**src/rtl/fetch_unit_pkg.sv**
```systemverilog
// Shared types for the tiny5 fetch front end: IF/ID payload, fetch FSM states and queue entries.
package fetch_unit_pkg;

    typedef logic [31:0] instruction_t;

    typedef struct packed {
        logic [31:0]  pc;
        instruction_t instr;
        logic         valid;
    } pipeline_if_id_reg_t;

    typedef enum logic {S_BOOT, S_RUN} fetch_state_t;

    typedef struct packed {
        logic [31:0]  pc;
        instruction_t instr;
    } fetch_entry_t;

    function automatic logic [31:0] word_align(input logic [31:0] addr);
        return {addr[31:2], 2'b00};
    endfunction

endpackage

```
**src/rtl/fetch_fifo.sv**
```systemverilog
// Synchronous FIFO of fetch_entry_t with flush; used as the request pc queue and the prefetch queue.
module fetch_fifo
    import fetch_unit_pkg::*;
#(
    parameter int unsigned DEPTH = 2,
    localparam int unsigned AW = $clog2(DEPTH),
    localparam int unsigned CW = AW + 1
) (
    input  logic          clk_i,
    input  logic          reset_ni,
    input  logic          push_i,
    input  fetch_entry_t  data_i,
    input  logic          pop_i,
    input  logic          flush_i,
    output fetch_entry_t  head_o,
    output logic          full_o,
    output logic          empty_o,
    output logic [CW-1:0] count_o
);

    fetch_entry_t  r_mem [DEPTH];
    logic [AW-1:0] r_wptr;
    logic [AW-1:0] r_rptr;
    logic [CW-1:0] r_count;
    logic          w_push;
    logic          w_pop;

    assign full_o  = (r_count == CW'(DEPTH));
    assign empty_o = (r_count == '0);
    assign count_o = r_count;
    assign head_o  = r_mem[r_rptr];
    assign w_pop   = pop_i && !empty_o;
    assign w_push  = push_i && (!full_o || w_pop);

    always_ff @(posedge clk_i or negedge reset_ni) begin
        if (!reset_ni) begin
            r_wptr  <= '0;
            r_rptr  <= '0;
            r_count <= '0;
        end else if (flush_i) begin
            r_wptr  <= '0;
            r_rptr  <= '0;
            r_count <= '0;
        end else begin
            if (w_push) r_wptr <= r_wptr + AW'(1);
            if (w_pop)  r_rptr <= r_rptr + AW'(1);
            if (w_push && !w_pop) begin
                r_count <= r_count + CW'(1);
            end else if (!w_push && w_pop) begin
                r_count <= r_count - CW'(1);
            end
        end
    end

    // Storage is not reset: only slots below r_count are ever presented as valid.
    always_ff @(posedge clk_i) begin
        if (w_push && !flush_i) r_mem[r_wptr] <= data_i;
    end

    overflow_a: assert property (@(posedge clk_i) disable iff (!reset_ni)
        !(push_i && full_o && !w_pop && !flush_i));

endmodule

```
**src/rtl/fetch_unit.sv**
```systemverilog
// tiny5 instruction fetch: in-order imem requests, prefetch FIFO, redirect flush with discard counting.
// Define FETCH_BYPASS_EN to present a response on if_id_o in its arrival cycle when the FIFO is empty.
module fetch_unit
    import fetch_unit_pkg::*;
#(
    parameter logic [31:0] RESET_PC   = 32'h0000_0000,
    parameter int unsigned FIFO_DEPTH = 2
) (
    input  logic                clk_i,
    input  logic                reset_ni,
    input  logic                redirect_valid_i,
    input  logic [31:0]         redirect_pc_i,
    input  logic                stall_i,
    output logic                imem_req_valid_o,
    input  logic                imem_req_ready_i,
    output logic [31:0]         imem_req_addr_o,
    input  logic                imem_rsp_valid_i,
    input  logic [31:0]         imem_rsp_data_i,
    output pipeline_if_id_reg_t if_id_o
);

    localparam int unsigned CW      = $clog2(FIFO_DEPTH) + 1;
    localparam logic [CW:0] CREDITS = (CW + 1)'(FIFO_DEPTH);

    fetch_state_t  r_state;
    logic [31:0]   r_fetch_pc;
    logic [CW-1:0] r_discard;

    logic [CW-1:0] w_inflight;
    logic [CW-1:0] w_occupancy;
    logic [CW:0]   w_credits_used;
    fetch_entry_t  w_pcq_in;
    fetch_entry_t  w_pcq_head;
    fetch_entry_t  w_pfq_in;
    fetch_entry_t  w_pfq_head;
    logic          w_pcq_full;
    logic          w_pcq_empty;
    logic          w_pfq_full;
    logic          w_pfq_empty;
    logic          w_req_fire;
    logic          w_rsp_keep;
    logic          w_bypass;
    logic          w_out_valid;
    logic          w_pfq_push;
    logic          w_pfq_pop;
    logic          w_unused;

    // Pending discards stay inside inflight, so credits cover them until they drain.
    assign w_credits_used   = {1'b0, w_inflight} + {1'b0, w_occupancy};
    assign imem_req_valid_o = (r_state == S_RUN) && !redirect_valid_i && (w_credits_used < CREDITS);
    assign imem_req_addr_o  = r_fetch_pc;
    assign w_req_fire       = imem_req_valid_o && imem_req_ready_i;

    assign w_pcq_in   = '{pc: r_fetch_pc, instr: '0};
    assign w_pfq_in   = '{pc: w_pcq_head.pc, instr: imem_rsp_data_i};
    assign w_rsp_keep = imem_rsp_valid_i && !redirect_valid_i && (r_discard == '0);

`ifdef FETCH_BYPASS_EN
    assign w_bypass = w_rsp_keep && w_pfq_empty;
`else
    assign w_bypass = 1'b0;
`endif

    assign w_out_valid = (!w_pfq_empty || w_bypass) && !redirect_valid_i;
    assign w_pfq_pop   = !w_pfq_empty && !redirect_valid_i && !stall_i;
    assign w_pfq_push  = w_rsp_keep && !(w_bypass && !stall_i);

    // Every response pops its pc, discarded or not, keeping the queue aligned with inflight.
    fetch_fifo #(
        .DEPTH (FIFO_DEPTH)
    ) u_pc_queue (
        .clk_i    (clk_i),
        .reset_ni (reset_ni),
        .push_i   (w_req_fire),
        .data_i   (w_pcq_in),
        .pop_i    (imem_rsp_valid_i),
        .flush_i  (1'b0),
        .head_o   (w_pcq_head),
        .full_o   (w_pcq_full),
        .empty_o  (w_pcq_empty),
        .count_o  (w_inflight)
    );

    fetch_fifo #(
        .DEPTH (FIFO_DEPTH)
    ) u_prefetch_queue (
        .clk_i    (clk_i),
        .reset_ni (reset_ni),
        .push_i   (w_pfq_push),
        .data_i   (w_pfq_in),
        .pop_i    (w_pfq_pop),
        .flush_i  (redirect_valid_i),
        .head_o   (w_pfq_head),
        .full_o   (w_pfq_full),
        .empty_o  (w_pfq_empty),
        .count_o  (w_occupancy)
    );

    always_ff @(posedge clk_i or negedge reset_ni) begin
        if (!reset_ni) begin
            r_state    <= S_BOOT;
            r_fetch_pc <= word_align(RESET_PC);
            r_discard  <= '0;
        end else begin
            if (r_state == S_BOOT) r_state <= S_RUN;
            if (redirect_valid_i) begin
                r_fetch_pc <= word_align(redirect_pc_i);
                r_discard  <= w_inflight - CW'(imem_rsp_valid_i);
            end else begin
                if (w_req_fire) r_fetch_pc <= r_fetch_pc + 32'd4;
                if (imem_rsp_valid_i && (r_discard != '0)) r_discard <= r_discard - CW'(1);
            end
        end
    end

    always_comb begin
        if_id_o = '0;
        if (w_bypass) begin
            if_id_o.pc    = w_pcq_head.pc;
            if_id_o.instr = imem_rsp_data_i;
        end else if (!w_pfq_empty) begin
            if_id_o.pc    = w_pfq_head.pc;
            if_id_o.instr = w_pfq_head.instr;
        end
        if_id_o.valid = w_out_valid;
    end

    assign w_unused = ^{w_pcq_head.instr, w_pcq_full, w_pcq_empty, w_pfq_full, redirect_pc_i[1:0]};

endmodule
```
**config.mk**
```make
export PLATFORM = sky130hd
export DESIGN_NAME = fetch_unit
export DESIGN_NICKNAME = d
export VERILOG_FILES = /design/src/rtl/fetch_unit_pkg.sv /design/src/rtl/fetch_fifo.sv /design/src/rtl/fetch_unit.sv
export SDC_FILE = /design/constraint.sdc
export NUM_CORES = 1
export LEC_CHECK = 0
export CAP_MARGIN = 20
export CORE_ASPECT_RATIO = 1.75
export CORE_MARGIN = 1.5
export CORE_UTILIZATION = 44
export CTS_BUF_LIST = sky130_fd_sc_hd__clkbuf_4 sky130_fd_sc_hd__clkbuf_8 sky130_fd_sc_hd__clkbuf_16
export CTS_CLUSTER_SIZE = 40
export DETAILED_ROUTE_END_ITERATION = 8
export PLACE_DENSITY_LB_ADDON = 0.08
export SKIP_LAST_GASP = 1
export SLEW_MARGIN = 15
export SYNTH_ARGS = -nofsm -noshare
export SYNTH_HDL_FRONTEND = slang
export SYNTH_SLANG_ARGS = --single-unit
```
**constraint.sdc**
```tcl
create_clock -name clk_i -period 5.1 [get_ports clk_i]
set_input_delay 0.51 -clock clk_i [delete_from_list [all_inputs] [get_ports clk_i]]
set_output_delay 0.51 -clock clk_i [all_outputs]
set_load 0.005 [all_outputs]
```
==> summary.md <==
| Metric | Value |
|---|---|
| Status | finished clean |
| First-pass GRT wire length | approximately 30 mm |
| Worst Setup SP | u_prefetch_queue.count_o[0] |
| Worst r2r path cells | 9 |
| Hold Vio Cnt, Final | 0 |
| Most frequent cells in the layout | edfxtp_1 (184), clkdlybuf4s50_1 (159), nor2_1 (73) |
| Ys flop type | edfxtp_1 |
| CTS tree | done |
| Worst Tran Pin Value | between 1 and 1.5 ns |
| Post-synth cell types | between 60 and 70 |
| Final wirelength | 18.6 mm |
| Max Freq | between 0.3 and 0.4 GHz |
| Final setup viols | 0 |
| Post-route minimum period | approximately 3.2 ns |
| Pwr per Cell Area | 398 mW/mm2 |
| Post-synthesis cell area | a little over 0.009 mm2 |
| Die Y | 196 um |
| Ratio of cells with drive above 1 in the final layout | between 10% and 20% |
| WS Path Type | flop to flop |
| Core area | 0.0208 mm2 |
| Min-Delay Path Class | input pin to async pin |
| Post-route cell area | 0.0118 mm2 |
| Crit Reg-Reg Endpoint | u_pc_queue.r_mem[0][2] |
| Worst setup EP type | flop |
| Ports | around 170 |
| Die area | roughly 0.022 mm2 |
| Clock skew | slightly below 0.008 ns |
| Critical path launch point type | flop |
| Row count | 70 |
| Nets | roughly 860 |
| Clk sink count | 225 |
| HPWL after DPL | roughly 13 mm |
| Longest Clk Path Bufs | 3 |
| Slew Limit Fails | 0 |
| H-tree depth | 1 |
| Largest net degree at the start of global routing | between 60 and 70 |
| # DRC | 0 |
| Post-CTS Setup Inserts | 0 |
| CTS Buf Count | 21 |
| Most common cell after layout, fill and taps aside | edfxtp_1 |
| Flop2flop setup slack | ~1.9 ns |
| Total power | between 0.004 and 0.005 W |
| Die W | around 110 um |
| Vias | 5699 |
| Clk root buf | clkbuf_16 |
| Seq/Total Area, Yosys | a little over two thirds |
| Yosys reg bits | 225 |
| CTS Hold Bufs | 0 |
| Clk Latency, worst-skew pair | 0.48 ns |
| Slew HR | roughly 28% |
| Worst Path Required | 5.23 ns |
| Post-CTS sizing | 0 |
| Reg2reg start | u_prefetch_queue.count_o[0] |
| Placed Area | 0.0112 mm2 |
| Yosys warns | 0 |
| Area Overhead vs Synth | 26.5% |
| Final ANT Viol Nets | 0 |
| GP Congestion | between 0.8 and 0.9 |
| Starting Density | between 40% and 50% |
| Layout Utilization | ~57% |
| Ant diodes | 0 |
| Initial antenna violation count | 0 |
| Max Cap Violations | 0 |
| Total GRT Usage | around 17% |
| Number of port buffers | ~160 |
| Final Cycle Share | 63.7% |
| Vias per std cell | roughly 5.4 |
| CP Max Fanout | 30 |
| Asr flop ratio synth | 18.2% |
| Vias in the first global route | ~6k |
| Peak VDD IR | ~0.00023 V |
| Clock-pin slew on the worst setup and hold paths | around 0.06 ns |
| Post-synth EDFFs | approximately 180 |
| Setup TNS | 0 ns |
| Remaining Overflow, GRT | 0 |
| Routed length per instance | between 15 and 20 um |
| CP Data Arrival Time | about 3.4 ns |
| Unrepaired setup endpoints after global routing | no |
| Initial DRC count | around 240 |
| Syn_area_per_cell | approximately 15 um2 |
| Static leakage | ~4 nW |
| Router iterations before antenna repair | 4 |
| Cell count after synthesis | between 600 and 700 |
synthesized netlist by cell type (all sizes together), types with 4 or more instances:
cell / instances / area (um2)
o311ai: 15 / 131
o21ai: 6 / 30.0
and3: 5 / 33.8
dfrtp: 41 / 1030
a221o: 5 / 51.3
o211ai: 6 / 45.0
nor3: 4 / 20.0
a22oi: 6 / 45.0
edfxtp: 184 / 5530
xnor2: 5 / 43.8
nand3: 23 / 120
nor2: 74 / 278
mux2i: 69 / 691
mux2: 30 / 338
buf: 23 / 129
nand2: 27 / 104
nand4: 4 / 25.0
or3: 4 / 26.3
or4: 13 / 101
xor2: 4 / 35.0
inv: 13 / 48.8
a21oi: 9 / 45.0
ha: 4 / 50.1
and2: 4 / 25.0
clkbuf: 15 / 86.3
registers in the layout (all words and copies together), names as in the netlist:
signal                    flops
u_prefetch_queue.r_mem      124
r_state                       1
imem_req_addr_o              30
u_pc_queue.count_o            2
u_prefetch_queue.count_o      2
r_discard                     2
u_prefetch_queue.r_rptr       1
u_pc_queue.r_rptr             1
u_pc_queue.r_wptr             1
u_prefetch_queue.r_wptr       1
u_pc_queue.r_mem             60
worst max-delay path: stages, from the launching register on:
cell     delay (ns)
dfrtp_1        0.43
inv_1          0.11
nor2_1         0.15
fa_1           0.45
nor4b_2        0.29
buf_4          0.23
nand2_2        0.24
a21oi_1        0.41
nor2b_2        0.21
buf_4          0.36
cells by family (layout without fill, tap and decap cells):
family | count (synthesis) | count (layout) | synth area share, %
AO/OA/AOI/OAI | 65 | 65 | 5.28
XOR/XNOR | 9 | 9 | 0.844
adder cells (fa/ha/maj) | 5 | 5 | 0.750
buffers and inverters | 51 | 222 | 2.83
flip-flops | 225 | 225 | 70.1
multiplexers | 99 | 99 | 11.0
other | 2 | 5 | 0.0804
AND/OR/NAND/NOR | 173 | 173 | 9.09
worst max path at each step:
stage,endpoint,slack (ns),cells after the start
after floorplan,u_prefetch_queue.r_mem[0][0],0.73,5
after global placement,u_prefetch_queue.r_mem[1][11],1.77,5
after detailed placement,u_prefetch_queue.r_mem[1][8],1.66,5
after CTS,if_id_o[44],1.67,4
after global routing,u_pc_queue.r_mem[0][2],1.66,9
final,u_pc_queue.r_mem[0][2],1.85,9
final cells by class:
| class | count | area (um2) |
|---|---|---|
| Clock inverter | 11 | 76.3 |
| Timing Repair Buffer | 172 | 1700 |
| Fill cell | 1738 | 9020 |
| Sequential cell | 225 | 6560 |
| Clock buffer | 26 | 563 |
| Tap cell | 252 | 315 |
| Inverter | 13 | 48.8 |
| Multi-Input combinational cell | 356 | 2560 |
where the power goes:
part           total, W  internal (W)  switching (W)
Combinational  0.000908      0.000498       0.000410
Sequential      0.00234       0.00220       0.000142
Clock           0.00145      0.000834       0.000617
Total           0.00470       0.00353        0.00117
metal layers:
metal | part of all wire, % | up-vias | global-route usage, %
met3 | 4.5 | 28 | 2.10
li1 | - | 2699 | -
met5 | 0 | - | 0
met4 | 2.5 | 0 | 5.97
met2 | 54 | 147 | 31.8
met1 | 39 | 2825 | 19.4
through the flow:
step | instances | hold slack (ns) | worst slack, ns
global route | 1055 | 0.249 | 1.66
global placement | 1017 | 0.465 | 1.77
finish | 1055 | 0.174 | 1.85
floorplan | 632 | 0.214 | 0.726
CTS | 1054 | 0.211 | 1.67
detailed placement | 1017 | 0.470 | 1.66
No activity file was read; power rests on OpenSTA's default activity.
